==> src/rtl/mem_stage_pkg.sv <==
// mem_stage_pkg: shared constants and types for the MEM stage.
//   - memory / control op codes, ISA exception codes, bus direction
//   - bus-master state encoding
//   - MEM/WB register layout and its NOP value
package mem_stage_pkg;

    localparam int WORD_ADDR_W = 30;
    localparam int WORD_DATA_W = 32;

    localparam logic [1:0] MEM_OP_NOP = 2'd0;
    localparam logic [1:0] MEM_OP_LDW = 2'd1;
    localparam logic [1:0] MEM_OP_STW = 2'd2;

    localparam logic [1:0] CTRL_OP_NOP = 2'd0;

    localparam logic [2:0] ISA_EXP_NO_EXP     = 3'd0;
    localparam logic [2:0] ISA_EXP_EXT_INT    = 3'd1;
    localparam logic [2:0] ISA_EXP_UNDEF_INSN = 3'd2;
    localparam logic [2:0] ISA_EXP_OVERFLOW   = 3'd3;
    localparam logic [2:0] ISA_EXP_MISS_ALIGN = 3'd4;
    localparam logic [2:0] ISA_EXP_BUS_ERR    = 3'd5;

    localparam logic READ  = 1'b1;
    localparam logic WRITE = 1'b0;

    typedef enum logic [2:0] {
        BUS_IDLE   = 3'd0,
        BUS_REQ    = 3'd1,
        BUS_ACCESS = 3'd2,
        BUS_WAIT   = 3'd3,
        BUS_DONE   = 3'd4
    } bus_state_e;

    typedef struct packed {
        logic [WORD_ADDR_W-1:0] pc;
        logic                   en;
        logic                   br_flag;
        logic [1:0]             ctrl_op;
        logic [4:0]             dst_addr;
        logic                   gpr_we_;
        logic [2:0]             exp_code;
        logic [WORD_DATA_W-1:0] data;
    } memwb_t;

    localparam memwb_t MEMWB_NOP = '{
        pc:       '0,
        en:       1'b0,
        br_flag:  1'b0,
        ctrl_op:  CTRL_OP_NOP,
        dst_addr: 5'd0,
        gpr_we_:  1'b1,
        exp_code: ISA_EXP_NO_EXP,
        data:     '0
    };

endpackage

==> src/rtl/mem_bus_if.sv <==
// mem_bus_if: data-bus master for the MEM stage.
//   in : clk, rst, access (aligned, un-squashed request), kill (squash pending),
//        is_load, addr (word), wr_data, stall, bus_grnt_, bus_rdy_, bus_rd_data
//   out: bus_req_, bus_as_, bus_rw, bus_addr, bus_wr_data,
//        busy (stall request), rd_data (load result), bus_err (time-out result)
module mem_bus_if
    import mem_stage_pkg::*;
#(
    parameter int RDY_TIMEOUT = 255
) (
    input  logic                   clk,
    input  logic                   rst,
    input  logic                   access,
    input  logic                   kill,
    input  logic                   is_load,
    input  logic                   stall,
    input  logic [WORD_ADDR_W-1:0] addr,
    input  logic [WORD_DATA_W-1:0] wr_data,
    input  logic                   bus_grnt_,
    input  logic                   bus_rdy_,
    input  logic [WORD_DATA_W-1:0] bus_rd_data,
    output logic                   bus_req_,
    output logic                   bus_as_,
    output logic                   bus_rw,
    output logic [WORD_ADDR_W-1:0] bus_addr,
    output logic [WORD_DATA_W-1:0] bus_wr_data,
    output logic                   busy,
    output logic [WORD_DATA_W-1:0] rd_data,
    output logic                   bus_err
);

    bus_state_e             state_q, state_d;
    logic [7:0]             cnt_q, cnt_d;
    logic [WORD_DATA_W-1:0] rd_buf_q, rd_buf_d;
    logic                   err_q, err_d;
    logic                   rdy, timeout;

    assign rdy     = ~bus_rdy_;
    // Counter holds k in the k-th WAIT cycle, so the limit hits in cycle RDY_TIMEOUT.
    assign timeout = (cnt_q == 8'(RDY_TIMEOUT));

    always_comb begin
        state_d     = state_q;
        cnt_d       = 8'd0;
        rd_buf_d    = rd_buf_q;
        err_d       = err_q;
        bus_req_    = 1'b1;
        bus_as_     = 1'b1;
        bus_rw      = READ;
        bus_addr    = '0;
        bus_wr_data = '0;
        busy        = 1'b0;
        rd_data     = bus_rd_data;
        bus_err     = 1'b0;
        case (state_q)
            BUS_IDLE: begin
                // A squashed access neither starts a bus cycle nor holds the pipe.
                if (access && !kill) begin
                    busy    = 1'b1;
                    state_d = BUS_REQ;
                end
            end
            BUS_REQ: begin
                busy     = 1'b1;
                bus_req_ = 1'b0;
                if (kill)            state_d = BUS_IDLE;
                else if (!bus_grnt_) state_d = BUS_ACCESS;
            end
            BUS_ACCESS: begin
                busy        = 1'b1;
                bus_req_    = 1'b0;
                bus_as_     = 1'b0;
                bus_rw      = is_load ? READ : WRITE;
                bus_addr    = addr;
                bus_wr_data = wr_data;
                cnt_d       = 8'd1;
                state_d     = BUS_WAIT;
            end
            BUS_WAIT: begin
                // Address/data stay on the bus until the slave answers.
                bus_req_    = 1'b0;
                bus_rw      = is_load ? READ : WRITE;
                bus_addr    = addr;
                bus_wr_data = wr_data;
                if (rdy || timeout) begin
                    if (rdy) rd_buf_d = bus_rd_data;
                    err_d   = !rdy;
                    bus_err = !rdy;
                    state_d = stall ? BUS_DONE : BUS_IDLE;
                end else begin
                    busy  = 1'b1;
                    cnt_d = cnt_q + 8'd1;
                end
            end
            BUS_DONE: begin
                // Result parked while the pipe is stalled elsewhere.
                rd_data = rd_buf_q;
                bus_err = err_q;
                if (!stall) state_d = BUS_IDLE;
            end
            default: state_d = BUS_IDLE;
        endcase
    end

    always_ff @(posedge clk or posedge rst) begin
        if (rst) begin
            state_q  <= BUS_IDLE;
            cnt_q    <= 8'd0;
            rd_buf_q <= '0;
            err_q    <= 1'b0;
        end else begin
            state_q  <= state_d;
            cnt_q    <= cnt_d;
            rd_buf_q <= rd_buf_d;
            err_q    <= err_d;
        end
    end

endmodule

==> src/rtl/mem_stage.sv <==
// mem_stage: MEM pipeline stage. Consumes EX/MEM (ex_*), runs loads/stores on
// the data bus through mem_bus_if and produces the MEM/WB register (mem_*).
//   in : clk, reset, stall, flush, ex_* fields, bus_grnt_, bus_rdy_, bus_rd_data
//   out: bus_req_, bus_as_, bus_rw, bus_addr, bus_wr_data, busy, mem_* fields
module mem_stage
    import mem_stage_pkg::*;
#(
    parameter int RDY_TIMEOUT = 255
) (
    input  logic                   clk,
    input  logic                   reset,
    input  logic                   stall,
    input  logic                   flush,
    input  logic [WORD_ADDR_W-1:0] ex_pc,
    input  logic                   ex_en,
    input  logic                   ex_br_flag,
    input  logic [1:0]             ex_mem_op,
    input  logic [WORD_DATA_W-1:0] ex_mem_wr_data,
    input  logic [1:0]             ex_ctrl_op,
    input  logic [4:0]             ex_dst_addr,
    input  logic                   ex_gpr_we_,
    input  logic [2:0]             ex_exp_code,
    input  logic [WORD_DATA_W-1:0] ex_out,
    input  logic                   bus_grnt_,
    input  logic                   bus_rdy_,
    input  logic [WORD_DATA_W-1:0] bus_rd_data,
    output logic                   bus_req_,
    output logic                   bus_as_,
    output logic                   bus_rw,
    output logic [WORD_ADDR_W-1:0] bus_addr,
    output logic [WORD_DATA_W-1:0] bus_wr_data,
    output logic                   busy,
    output logic [WORD_ADDR_W-1:0] mem_pc,
    output logic                   mem_en,
    output logic                   mem_br_flag,
    output logic [1:0]             mem_ctrl_op,
    output logic [4:0]             mem_dst_addr,
    output logic                   mem_gpr_we_,
    output logic [2:0]             mem_exp_code,
    output logic [WORD_DATA_W-1:0] mem_out
);

    logic                   mem_req, access, misalign, kill, is_load;
    logic                   discard_q, discard_d;
    logic [WORD_DATA_W-1:0] rd_data;
    logic                   bus_err;
    memwb_t                 memwb_q, memwb_d;

    assign is_load  = (ex_mem_op == MEM_OP_LDW);
    assign mem_req  = ex_en && (ex_mem_op != MEM_OP_NOP) && (ex_exp_code == ISA_EXP_NO_EXP);
    assign access   = mem_req && (ex_out[1:0] == 2'b00);
    assign misalign = mem_req && (ex_out[1:0] != 2'b00);
    // A flush seen while stalled is remembered until the register can take it.
    assign kill     = flush || discard_q;

    mem_bus_if #(.RDY_TIMEOUT(RDY_TIMEOUT)) u_bus_if (
        .clk         (clk),
        .rst         (reset),
        .access      (access),
        .kill        (kill),
        .is_load     (is_load),
        .stall       (stall),
        .addr        (ex_out[WORD_DATA_W-1:2]),
        .wr_data     (ex_mem_wr_data),
        .bus_grnt_   (bus_grnt_),
        .bus_rdy_    (bus_rdy_),
        .bus_rd_data (bus_rd_data),
        .bus_req_    (bus_req_),
        .bus_as_     (bus_as_),
        .bus_rw      (bus_rw),
        .bus_addr    (bus_addr),
        .bus_wr_data (bus_wr_data),
        .busy        (busy),
        .rd_data     (rd_data),
        .bus_err     (bus_err)
    );

    always_comb begin
        discard_d = stall && kill;
        memwb_d   = memwb_q;
        if (!stall) begin
            if (kill) begin
                memwb_d = MEMWB_NOP;
            end else begin
                memwb_d.pc       = ex_pc;
                memwb_d.en       = ex_en;
                memwb_d.br_flag  = ex_br_flag;
                memwb_d.ctrl_op  = ex_ctrl_op;
                memwb_d.dst_addr = ex_dst_addr;
                memwb_d.gpr_we_  = ex_gpr_we_;
                memwb_d.exp_code = ex_exp_code;
                memwb_d.data     = is_load ? rd_data : ex_out;
                if (misalign) begin
                    memwb_d.exp_code = ISA_EXP_MISS_ALIGN;
                    memwb_d.gpr_we_  = 1'b1;
                    memwb_d.ctrl_op  = CTRL_OP_NOP;
                end else if (bus_err) begin
                    memwb_d.exp_code = ISA_EXP_BUS_ERR;
                    memwb_d.gpr_we_  = 1'b1;
                end
            end
        end
    end

    always_ff @(posedge clk or posedge reset) begin
        if (reset) begin
            memwb_q   <= MEMWB_NOP;
            discard_q <= 1'b0;
        end else begin
            memwb_q   <= memwb_d;
            discard_q <= discard_d;
        end
    end

    assign mem_pc       = memwb_q.pc;
    assign mem_en       = memwb_q.en;
    assign mem_br_flag  = memwb_q.br_flag;
    assign mem_ctrl_op  = memwb_q.ctrl_op;
    assign mem_dst_addr = memwb_q.dst_addr;
    assign mem_gpr_we_  = memwb_q.gpr_we_;
    assign mem_exp_code = memwb_q.exp_code;
    assign mem_out      = memwb_q.data;

endmodule

==> config.mk <==
export PLATFORM = sky130hd
export DESIGN_NAME = mem_stage
export DESIGN_NICKNAME = d
export VERILOG_FILES = /design/src/rtl/mem_stage_pkg.sv /design/src/rtl/mem_bus_if.sv /design/src/rtl/mem_stage.sv
export SDC_FILE = /design/constraint.sdc
export NUM_CORES = 1
export LEC_CHECK = 0
export BUFFER_PORTS_ARGS = -buffer_cell sky130_fd_sc_hd__buf_2
export CAP_MARGIN = 20
export CORE_MARGIN = 2
export CORE_UTILIZATION = 31
export CTS_CLUSTER_DIAMETER = 30
export DETAILED_ROUTE_END_ITERATION = 12
export GPL_ROUTABILITY_DRIVEN = 0
export SYNTH_ARGS = -nofsm -noshare
export SYNTH_HDL_FRONTEND = slang
export SYNTH_SLANG_ARGS = --single-unit
==> constraint.sdc <==
create_clock -name clk -period 9.4 [get_ports clk]
set_input_delay 0.94 -clock clk [delete_from_list [all_inputs] [get_ports clk]]
set_output_delay 0.94 -clock clk [all_outputs]
set_load 0.1 [all_outputs]
== Yosys cells after proc, flatten, opt, wreduce, memory -nomap -nowiden ==
Index checks and enable logic that the tools add are counted.

* Register bits: 120
* Bits of input ports: 147
* Output and inout port bits: 141
* Logic and storage cells: 71

* Add/sub/neg operators: 1
* Equal/unequal tests: 10
* Mux-type cells: 26
* Bitwise gates (word level): 1
* Reduce and logical (&&, ||, !) cells: 20

{| class="wikitable"
|+ Operators with widths
! kind !! count
|-
| 2-to-1 mux 32 bit || 3
|-
| 2-to-1 mux 75 bit || 1
|-
| 2-to-1 mux 30 bit || 1
|-
| 2-to-1 mux 3 bit || 6
|-
| one-hot mux 8 bit (2 select lines) || 1
|-
| one-hot mux 3 bit (5 select lines) || 1
|-
| adder 8 x 1 -> 8 bit (second input constant) || 1
|-
| == test 8 bit (second input constant) || 1
|-
| 2-to-1 mux 4 bit || 2
|-
| 2-to-1 mux 8 bit || 1
|-
| 2-to-1 mux 1 bit || 7
|-
| == test 3 x 2 -> 1 bit (second input constant) || 2
|-
| logical AND 1 bit || 6
|-
| zero test 3 bit || 2
|-
| inequality test 2 x 1 -> 1 bit (second input constant) || 2
|-
| AND reduction 4 bit || 1
|-
| nonzero test 2 bit || 2
|-
| OR reduction 2 bit || 2
|-
| == test 3 x 1 -> 1 bit (second input constant) || 1
|-
| == test 3 bit (second input constant) || 1
|-
| inequality test 3 bit (second input constant) || 1
|-
| one-hot mux 1 bit (3 select lines) || 1
|-
| AND reduction 3 bit || 1
|-
| OR reduction 3 bit || 1
|-
| other kinds (9) || 10
|}

== Logic depth before layout (Yosys ltp) ==
Gate-level depths: netlist of run 1.

* Word-level depth: 7
* Gate-level depth with buffers: 6
* Mapped depth without buffers: 5

== Hierarchy ==
Synthesis of run 1 repeated with hierarchy kept, for this count alone.

* Cell total of the unflattened synthesis: 578
* Area total of the unflattened synthesis: 6037.0 µm²

{| class="wikitable"
|+ By module, submodules not included
! module !! times used !! cells an instance !! area an instance (µm²) !! seq. area each (µm²)
|-
| mem_stage || 1 || 336 || 3323.2 || 1903.1
|-
| mem_bus_if || 1 || 242 || 2713.9 || 1101.1
|}

== Worst setup path after synthesis of run 1 ==
OpenSTA, ideal clock, no wires.

* Path type: flip-flop to output port
* Start point: register u_bus_if.state_q[0]
* End point: output port busy
* Arrival: 3.013 ns
* Data required time: 8.460 ns
* Path slack: 5.447 ns
* Cell stages (with the launch flop): 6
* Path buffers: 1
* Cell sequence: dfrtp_1 buf_2 o21bai_1 o41ai_4 nand2_1 nand2_1

* Longest elaborated chain between the ends: 3
* Elaborated cells on any way between the ends: 6
* Those cells by class: eq/ne: 3; mux: 1; reduce/logical: 2

{| class="wikitable"
|+ Ends and longest elaborated chain
! what !! RTL line !! RTL
|-
| from (decl) || mem_bus_if.sv:32 || <nowiki>bus_state_e state_q, state_d;</nowiki>
|-
| from (signal assigned) || mem_bus_if.sv:112 || <nowiki>state_q <= state_d;</nowiki>
|-
| == test 3 x 2 -> 1 bit / == test 3 x 1 -> 1 bit (equally long branches) || mem_bus_if.sv:55 || <nowiki>case (state_q)</nowiki>
|-
| OR reduction 2 bit (no line) || -- ||
|-
| one-hot mux 1 bit (3 select lines) (*) || mem_bus_if.sv:55 ||
|-
| to (decl) || mem_stage.sv:32 || <nowiki>output logic busy,</nowiki>
|}

Every way passes the cells marked *; elsewhere a longest branch is shown, timed or not.

== Worst setup path in the final report of run 1 ==
* Start point: input port ex_exp_code[0]
* End point: output port busy

* Longest elaborated chain between the ends: 6

{| class="wikitable"
|+ Ends and longest elaborated chain
! what !! RTL line !! RTL
|-
| from (decl) || mem_stage.sv:22 || <nowiki>input logic [2:0] ex_exp_code,</nowiki>
|-
| zero test 3 bit || mem_stage.sv:50 || <nowiki>assign mem_req = ex_en && (ex_mem_op != MEM_OP_NOP) && (ex_exp_code == ISA_EXP_NO_EXP);</nowiki>
|-
| logical AND 1 bit || mem_stage.sv:50 ||
|-
| logical AND 1 bit || mem_stage.sv:51 || <nowiki>assign access = mem_req && (ex_out[1:0] == 2'b00);</nowiki>
|-
| logical AND 1 bit || mem_bus_if.sv:58 || <nowiki>if (access && !kill) begin</nowiki>
|-
| 2-to-1 mux 1 bit || mem_bus_if.sv:58 ||
|-
| one-hot mux 1 bit (3 select lines) || mem_bus_if.sv:55 ||
|}

Every way passes these cells.

==> impl_metrics.json, run 1 <==
{
  "worst_pin_slew_ns": 0.8375,
  "maxSlewHeadroom_pct": 44.17,
  "yosysMostFrequentCell": "dfrtp_1",
  "synth_top_area_share_pct": 51.34,
  "rrSetupSlack_ns": 7.23,
  "drive_gt1_share_pct": 39.67,
  "rsz0062_at_grt": "false",
  "nets": 992,
  "wire_per_inst_microns": 15.00,
  "syn_nets": 719,
  "port-buffer-count": 287,
  "cts_max_level": 4,
  "yosys_warnings": 0,
  "cts_tree": "done",
  "worstPathArrival_ns": 2.60,
  "ys_seq_area_share_pct": 51.79,
  "numCtsBuffers": 17,
  "fin_crit_ns": 3.542,
  "yosys_most_used_dff": "dfrtp_1",
  "hold_violations": 0,
  "grt.total_usage_pct": 16.71,
  "use_met1_pct": 20.54,
  "die_h_microns": 140.8,
  "endpoint": "busy",
  "netlist_top_cells_area": "dfrtp_1 51%, and2_1 6.7%, mux2_1 6.2%",
  "core.rowCount": 50,
  "cp_slowest_cell": "or4b_4",
  "status": "complete, no violations",
  "worst_r2r_path_depth": 5,
  "synth-edff-count": 0,
  "multiInputGateArea_sq_um": 2625,
  "insertion_delay_ns": 0.41,
  "grt_pass1_vias": 5049,
  "met3_usage_pct": 4.348,
  "grt_start_max_net_pins": 82,
  "p_per_area_nw_per_um2": 311.1,
  "detail-route-antenna-nets": 0,
  "syn2layout_area_growth_pct": 39.78,
  "synth_common_cells": "119 x dfrtp_1, 81 x nand2_1, 62 x and2_1, 49 x o21ai_0, 34 x a21oi_1",
  "endpoint_kind": "output pin",
  "grt_pass1_wl_microns": 25980,
  "async_flop_share_pct": 100.0,
  "slew_violations": 0,
  "yosys_register_bits": 120,
  "cts_setup_buffers": 0,
  "dr.pass1.iters": 4,
  "hold_path_class": "register to register",
  "worstSetupPathType": "primary input to output pin",
  "syn-cell-area_sq_um": 5801,
  "drt-total-wl_microns": 16390,
  "coreArea_sq_um": 18520,
  "die_w_microns": 140.8,
  "max_cap_viol_count": 0,
  "drc_errors": 0,
  "cts.root.buffer_cell": "clkbuf_16",
  "viasPerCell": 4.626,
  "synth_top_cell_by_area": "dfrtp_1",
  "start_util_pct": 31.32,
  "fmax_ghz": 0.2823,
  "fillCellCount": 1825,
  "syn_area_per_cell_sq_um": 10.16,
  "start_kind": "primary input",
  "drt_iter0_drc": 215,
  "cts.sinks": 120,
  "vias": 5056,
  "p_leak_nw": 4.338,
  "dieArea_sq_um": 19820,
  "grt_overflow": 0,
  "syn_inst": 571,
  "antenna_found_initial": 3,
  "met2_usage_pct": 28.34,
  "fin_skew_ns": 0.006359,
  "finalCritPeriodShare_pct": 37.68,
  "cts_hold_buf": 0,
  "r2r_start": "u_bus_if.state_q[1]",
  "seq_area_sq_um": 3004,
  "setup_ws_ns": 5.858,
  "vdd_drop_max_v": 0.0002303,
  "startpoint": "ex_exp_code[0]",
  "io_pins": 288,
  "max-clock-path-buffers": 2,
  "critPathMaxStageDelay_ns": 0.57,
  "yosysUniqueCellTypes": 45,
  "r2r-end": "u_bus_if.rd_buf_q[19]",
  "hpwl_microns": 11310,
  "crit_path_cell_trace": "buf_2, or4b_4, o41ai_4, nand2_1, nand2_1, buf_2",
  "top_usage_layer": "met2",
  "finalSetupViolations": 0,
  "critPathRequiredTime_ns": 8.46,
  "post_cts_resized": 0,
  "worstPathMaxFanout": 2,
  "place_worst_setup_slack_ns": 5.858,
  "path_clk_slew_ns": 0.05,
  "fin_tns_setup_ns": 0
}
power by group:
| group | total [mW] | switching (mW) | internal, mW |
|---|---|---|---|
| clock network | 0.689 | 0.248 | 0.442 |
| registers | 0.675 | 0.0581 | 0.617 |
| logic | 1.16 | 0.933 | 0.225 |
registers in the layout, indices dropped and copies added, names as in the netlist:
name,flops
mem_out,32
u_bus_if.rd_buf_q,32
mem_pc,30
u_bus_if.cnt_q,8
mem_dst_addr,5
mem_exp_code,3
u_bus_if.state_q,3
mem_ctrl_op,2
discard_q,1
mem_br_flag,1
mem_en,1
mem_gpr_we_,1
u_bus_if.err_q,1
cells by family (layout without fill, tap and decap cells):
group                    Yosys count  after routing  share of synthesized area (%)
AND/OR/NAND/NOR                  184            184                          16.33
AO/OA/AOI/OAI                    151            151                          15.49
flip-flops                       120            120                          51.79
multiplexers                      64             64                          11.73
buffers and inverters             45            331                          3.537
XOR/XNOR                           6              6                         0.9059
adder cells (fa/ha/maj)            1              1                         0.2157
other                              0              2                              0
cell usage in the layout (no fill, tap or decap), types with 7 or more instances in the layout:
cell type / instances
nand2_1: 81
o21ai_1: 23
a21o_1: 32
buf_4: 7
a21oi_1: 34
clkbuf_16: 17
buf_2: 286
o21ai_0: 49
mux2_1: 32
dfrtp_1: 119
and2_1: 62
mux2i_1: 32
nor2_1: 11
per-layer routing:
metal / vias to the layer above / wire length, microns
li1: 2513 / -
met1: 2380 / 7380
met3: 19 / 800
met4: 2 / 276
met5: - / 13
met2: 142 / 7920
worst min-delay path by stage:
stage | cells past startpoint | to | from | slack (ns)
floorplan | 1 | u_bus_if.cnt_q[0] | u_bus_if.cnt_q[0] | 0.45
global placement | 1 | mem_out[23] | mem_out[23] | 0.46
detailed placement | 1 | mem_out[19] | mem_out[19] | 0.46
CTS | 1 | mem_out[19] | mem_out[19] | 0.48
finish | 1 | mem_out[19] | mem_out[19] | 0.47
global route | 1 | mem_out[5] | mem_out[5] | 0.48
per-stage QoR:
stage	instance area (sq um)	util [%]	hold WS (ns)	total power [mW]	instances
finish	8108	43.78	0.4720	2.522	1093
global route	8108	43.78	0.4841	2.635	1093
CTS	8055	43.50	0.4755	2.538	1089
detailed placement	7423	40.09	0.4633	1.836	1057
global placement	7423	40.09	0.4569	1.826	1057
floorplan	5801	-	0.4488	1.649	571
layout make-up:
class / count / area share [%]
Timing Repair Buffer: 295 / 18.89
Tap cell: 234 / 3.611
Multi-Input combinational cell: 406 / 32.38
Antenna cell: 2 / 0.06173
Clock buffer: 20 / 5.756
Clock inverter: 12 / 2.037
Inverter: 4 / 0.2160
Sequential cell: 120 / 37.05
critical path: cells and delay by family:
| family | cells | cell delay [ns] |
|---|---|---|
| AO/OA/AOI/OAI | 1 | 0.38 |
| buffers and inverters | 2 | 0.53 |
| AND/OR/NAND/NOR | 3 | 0.73 |
Note: power is estimated with default switching activity, not from simulation.
==> run 2: changes to the inputs <==
==> constraint.sdc (replaced) <==
create_clock -name clk -period 3.39 [get_ports clk]
set_input_delay 0.339 -clock clk [delete_from_list [all_inputs] [get_ports clk]]
set_output_delay 0.339 -clock clk [all_outputs]
set_load 0.1 [all_outputs]
==> run 2 against run 1 <==
Net effect:
- hold slack got worse by 0.43 ns
- clock power rose to 2.7 times the previous value
- power grew to 2.8 times the previous value
- final cell count unchanged
- critical path depth fell by 1
==> impl_metrics.json, run 2 (synthesized netlist as in run 1, its figures left out) <==
{
  "port-buffer-count": 287,
  "fin_skew_ns": 0.01633,
  "status": "complete, no violations",
  "crit_top_cell": "nand2_1",
  "whs_ns": 0.04183,
  "start_kind": "register",
  "cts.sinks": 120,
  "crit_path_cell_trace": "or3_1, o41ai_4, nand2_1, nand2_1, buf_2",
  "fmax_ghz": 0.3778,
  "core.rowCount": 50,
  "die_w_microns": 140.8,
  "p_per_area_nw_per_um2": 862.5,
  "viasPerCell": 4.647,
  "placedInstanceArea_sq_um": 7480,
  "worstPathArrival_ns": 2.31,
  "cts_tree": "done",
  "fin_crit_ns": 2.647,
  "path_clk_slew_ns": 0.06,
  "worstPathMaxFanout": 9,
  "cts.root.buffer_cell": "clkbuf_16",
  "post_cts_resized": 0,
  "fin_cells": 1093,
  "die_h_microns": 140.8,
  "drc_errors": 0,
  "grt_overflow": 0,
  "start_util_pct": 31.32,
  "hold_path_class": "primary input to async pin",
  "finalCritPeriodShare_pct": 78.08,
  "vias": 5079,
  "endpoint_kind": "output pin",
  "hold_violations": 0,
  "dr.pass1.iters": 4,
  "numCtsBuffers": 17,
  "cts_hold_buf": 0,
  "critPathMaxStageDelay_ns": 0.48,
  "fin_tns_setup_ns": 0,
  "drt_iter0_drc": 217,
  "detail-route-antenna-nets": 0,
  "max-clock-path-buffers": 2,
  "nets": 994,
  "critPathRequiredTime_ns": 3.05,
  "rsz0062_at_grt": "false",
  "insertion_delay_ns": 0.41,
  "wire_per_inst_microns": 15.38,
  "p_leak_nw": 4.340,
  "grt_pass1_vias": 4718,
  "cts_max_level": 4,
  "io_pins": 288,
  "max_cap_viol_count": 0,
  "finalSetupViolations": 0,
  "coreArea_sq_um": 18520,
  "drive_gt1_share_pct": 39.28,
  "dieArea_sq_um": 19820,
  "layout_commonest_cell": "buf_2",
  "grt_pass1_wl_microns": 25950,
  "vdd_drop_max_v": 0.0007454,
  "worstSetupPathType": "register to output pin",
  "path_delay_family": "simple AND/OR/NAND/NOR gates",
  "cp_slowest_cell": "dfrtp_1",
  "worst_pin_slew_ns": 1.010,
  "antenna_found_initial": 1,
  "layout_common_cells": "286 x buf_2, 119 x dfrtp_1, 81 x nand2_1",
  "cts_setup_buffers": 0,
  "drt-total-wl_microns": 16810,
  "cp_num_buf_inv": 1,
  "grt.total_usage_pct": 16.79,
  "hpwl_microns": 11780,
  "maxSlewHeadroom_pct": 32.67,
  "grt_start_max_net_pins": 104,
  "final_area_sq_um": 8085,
  "syn2layout_area_growth_pct": 39.39,
  "slew_violations": 0,
  "p_total_mw": 6.973,
  "dp_cells": 1061
}
run 2: cell count changes in the layout (fill, tap and decap cells not counted), sizes merged:
cell,previous run,this run
clkinv,4,5
diode,2,1
bufinv,3,4
buf,295,297
inv,6,3
clkbuf,20,22
clkinvlp,3,1
run 2: power by group:
part           leakage [nW]  total, mW  internal (mW)  switching [mW]
clock network         0.298       1.88           1.24           0.644
logic                  2.48       3.21          0.621            2.59
registers              1.56       1.88           1.71           0.164
run 2: path summary, 6_finish.rpt:
| check | start | to | slack [ns] | depth (start not counted) |
|---|---|---|---|---|
| worst max-delay path | u_bus_if.state_q[2] | busy | 0.74 | 5 |
| max in group asynchronous | reset | u_bus_if.rd_buf_q[30] | 2.45 | 3 |
| worst min register to register | mem_out[22] | mem_out[22] | 0.47 | 1 |
| min in group clk | ex_ctrl_op[0] | mem_ctrl_op[0] | 0.14 | 2 |
| worst min-delay path | reset | mem_pc[16] | 0.04 | 2 |
| worst max register to register | u_bus_if.state_q[1] | u_bus_if.rd_buf_q[23] | 1.14 | 5 |
run 2: per-layer routing:
metal,routed length (microns),up-vias,track usage (%)
met3,1061,17,4.993
li1,-,2517,-
met5,0,-,0
met4,194,0,5.158
met1,7759,2366,22.85
met2,7797,179,25.93
run 2: worst register-to-register path, stage by stage, from the launching register on:
cell,delay (ns)
dfrtp_1,0.51
nor2b_4,0.49
nand2_1,0.21
nor2_4,0.11
buf_4,0.42
mux2_1,0.38
run 2: metrics by stage:
stage / setup slack, ns / utilization (%)
after floorplan: 0.03822 / -
after global placement: 1.079 / 40.39
after detailed placement: 1.079 / 40.39
after CTS: 0.7256 / 43.65
after global routing: 0.6234 / 43.66
final: 0.7429 / 43.66
run 2: final cells by class:
cell class	count	area, sq um
repair buffers	297	1539
clock inverters	9	148.9
fillers	1824	10430
diodes	1	2.502
inverters	4	18.77
well taps	234	292.8
clock buffers	22	454.2
multi-input cells	406	2625
flip-flops and latches	120	3004
==> run 3: changes to the inputs <==
==> constraint.sdc (replaced) <==
create_clock -name clk -period 2.68 [get_ports clk]
set_input_delay 0.268 -clock clk [delete_from_list [all_inputs] [get_ports clk]]
set_output_delay 0.268 -clock clk [all_outputs]
set_load 0.1 [all_outputs]
==> run 3 against run 2 <==
Net effect:
- largest cell class unchanged
- core utilization up 0.095 points
- setup slack got worse by 0.56 ns
- first-iteration DRC count grew 22%
- critical path depth fell by 1
- power rose by 24%
- critical endpoint is now bus_addr[19]
- die area stayed put
- via count rose by 0.37%
- hold slack gained 0.032 ns
==> impl_metrics.json, run 3 (synthesized netlist as in run 1, its figures left out) <==
{
  "status": "complete, no violations",
  "numCtsBuffers": 17,
  "worst_pin_slew_ns": 0.7216,
  "p_leak_nw": 4.344,
  "cts.root.buffer_cell": "clkbuf_16",
  "whs_ns": 0.07377,
  "grt_pass1_wl_microns": 26160,
  "detail-route-antenna-nets": 0,
  "dr.pass1.iters": 7,
  "start_util_pct": 31.32,
  "utilization_pct": 43.76,
  "drc_errors": 0,
  "fin_skew_ns": 0.01336,
  "critPathMaxStageDelay_ns": 0.52,
  "fin_tns_setup_ns": 0,
  "grt_start_max_net_pins": 74,
  "max-clock-path-buffers": 2,
  "critPathRequiredTime_ns": 2.41,
  "seq_area_sq_um": 3004,
  "grt_overflow": 0,
  "start_kind": "register",
  "drive_gt1_share_pct": 39.84,
  "hpwl_microns": 12060,
  "core.rowCount": 50,
  "syn2layout_area_growth_pct": 39.69,
  "wire_per_inst_microns": 15.16,
  "fmax_ghz": 0.3998,
  "vdd_drop_max_v": 0.0009619,
  "io_pins": 288,
  "worstSetupPathType": "register to output pin",
  "dieArea_sq_um": 19820,
  "maxSlewHeadroom_pct": 51.90,
  "die_w_microns": 140.8,
  "placedInstanceArea_sq_um": 7518,
  "cts_max_level": 4,
  "finalSetupViolations": 0,
  "insertion_delay_ns": 0.41,
  "layout_commonest_cell": "buf_2",
  "fin_crit_ns": 2.501,
  "viasPerCell": 4.651,
  "finalCritPeriodShare_pct": 93.33,
  "cts_setup_buffers": 0,
  "vias": 5098,
  "path_clk_slew_ns": 0.06,
  "crit_path_cell_trace": "nor2b_4, buf_4, and2_1, buf_2",
  "layout_common_cells": "285 x buf_2, 119 x dfrtp_1, 81 x nand2_1",
  "p_total_mw": 8.637,
  "cts.sinks": 120,
  "fillCellCount": 1815,
  "cts_tree": "done",
  "coreArea_sq_um": 18520,
  "grt.total_usage_pct": 16.78,
  "final_area_sq_um": 8103,
  "p_per_area_nw_per_um2": 1066,
  "cp_slowest_cell": "dfrtp_1",
  "hold_path_class": "primary input to register",
  "hold_violations": 0,
  "drt_iter0_drc": 265,
  "antenna_found_initial": 2,
  "port-buffer-count": 287,
  "drt-total-wl_microns": 16610,
  "multiInputGateArea_sq_um": 2629,
  "worstPathArrival_ns": 2.23,
  "slew_violations": 0,
  "grt_pass1_vias": 4829,
  "endpoint_kind": "output pin",
  "die_h_microns": 140.8,
  "rsz0062_at_grt": "false",
  "nets": 998,
  "max_cap_viol_count": 0,
  "worstPathMaxFanout": 65
}
[run 3: cell types whose count changed in the layout (fill, tap and decap cells not counted)]
cell / delta
clkbuf_4: +1
o21bai_1: -1
buf_2: -1
buf_4: +2
o21bai_2: +1
dlygate4sd3_1: +1
clkinv_2: -1
inv_6: +1
bufinv_16: -2
clkinvlp_4: +1
clkinv_4: +3
buf_12: +1
clkbuf_1: -3
[run 3: final cells by class]
class | count | area share [%]
well taps | 234 | 3.613
inverters | 4 | 0.2316
diodes | 1 | 0.03088
clock inverters | 11 | 1.560
repair buffers | 301 | 19.58
flip-flops and latches | 120 | 37.08
clock buffers | 19 | 5.466
multi-input cells | 406 | 32.44
[run 3: worst max-delay path: cells and delay by family, from the launching register on]
kind / cells / cell delay (ns)
buffers and inverters: 2 / 0.85
flip-flops: 1 / 0.52
AND/OR/NAND/NOR: 2 / 0.41
[run 3: timing repair]
action	4_1_cts	5_1_grt
setup endpoints to repair	0	1
hold buffers	1	0
hold endpoints to repair	14	0
resized for setup	0	1
[run 3: power breakdown]
part	switching (mW)	internal (mW)
logic	3.27	0.791
registers	0.212	2.16
clock network	0.818	1.38
[run 3: final timing paths]
kind	start	end	slack [ns]	cells after the start
setup / recovery	u_bus_if.state_q[1]	bus_addr[19]	0.18	4
hold / removal	ex_ctrl_op[0]	mem_ctrl_op[0]	0.07	2
setup reg to reg	u_bus_if.state_q[0]	mem_exp_code[1]	0.87	4
hold reg to reg	mem_out[24]	mem_out[24]	0.47	1
max in group asynchronous	reset	mem_out[6]	1.34	4
min in group asynchronous	reset	mem_pc[10]	0.41	3
[run 3: per-stage QoR]
step,worst slack (ns),std cells
after floorplan,0.1119,571
after global placement,0.5025,1064
after detailed placement,0.5122,1064
after CTS,0.07063,1095
after global routing,0.01637,1096
final,0.1787,1096
[run 3: layer usage]
layer | GRT usage, % | up-vias | share of wire, %
li1 | - | 2519 | -
met1 | 22.14 | 2381 | 45
met2 | 26.75 | 182 | 47
met3 | 5.197 | 14 | 6.5
met4 | 4.737 | 2 | 1.0
met5 | 0 | - | 0.078
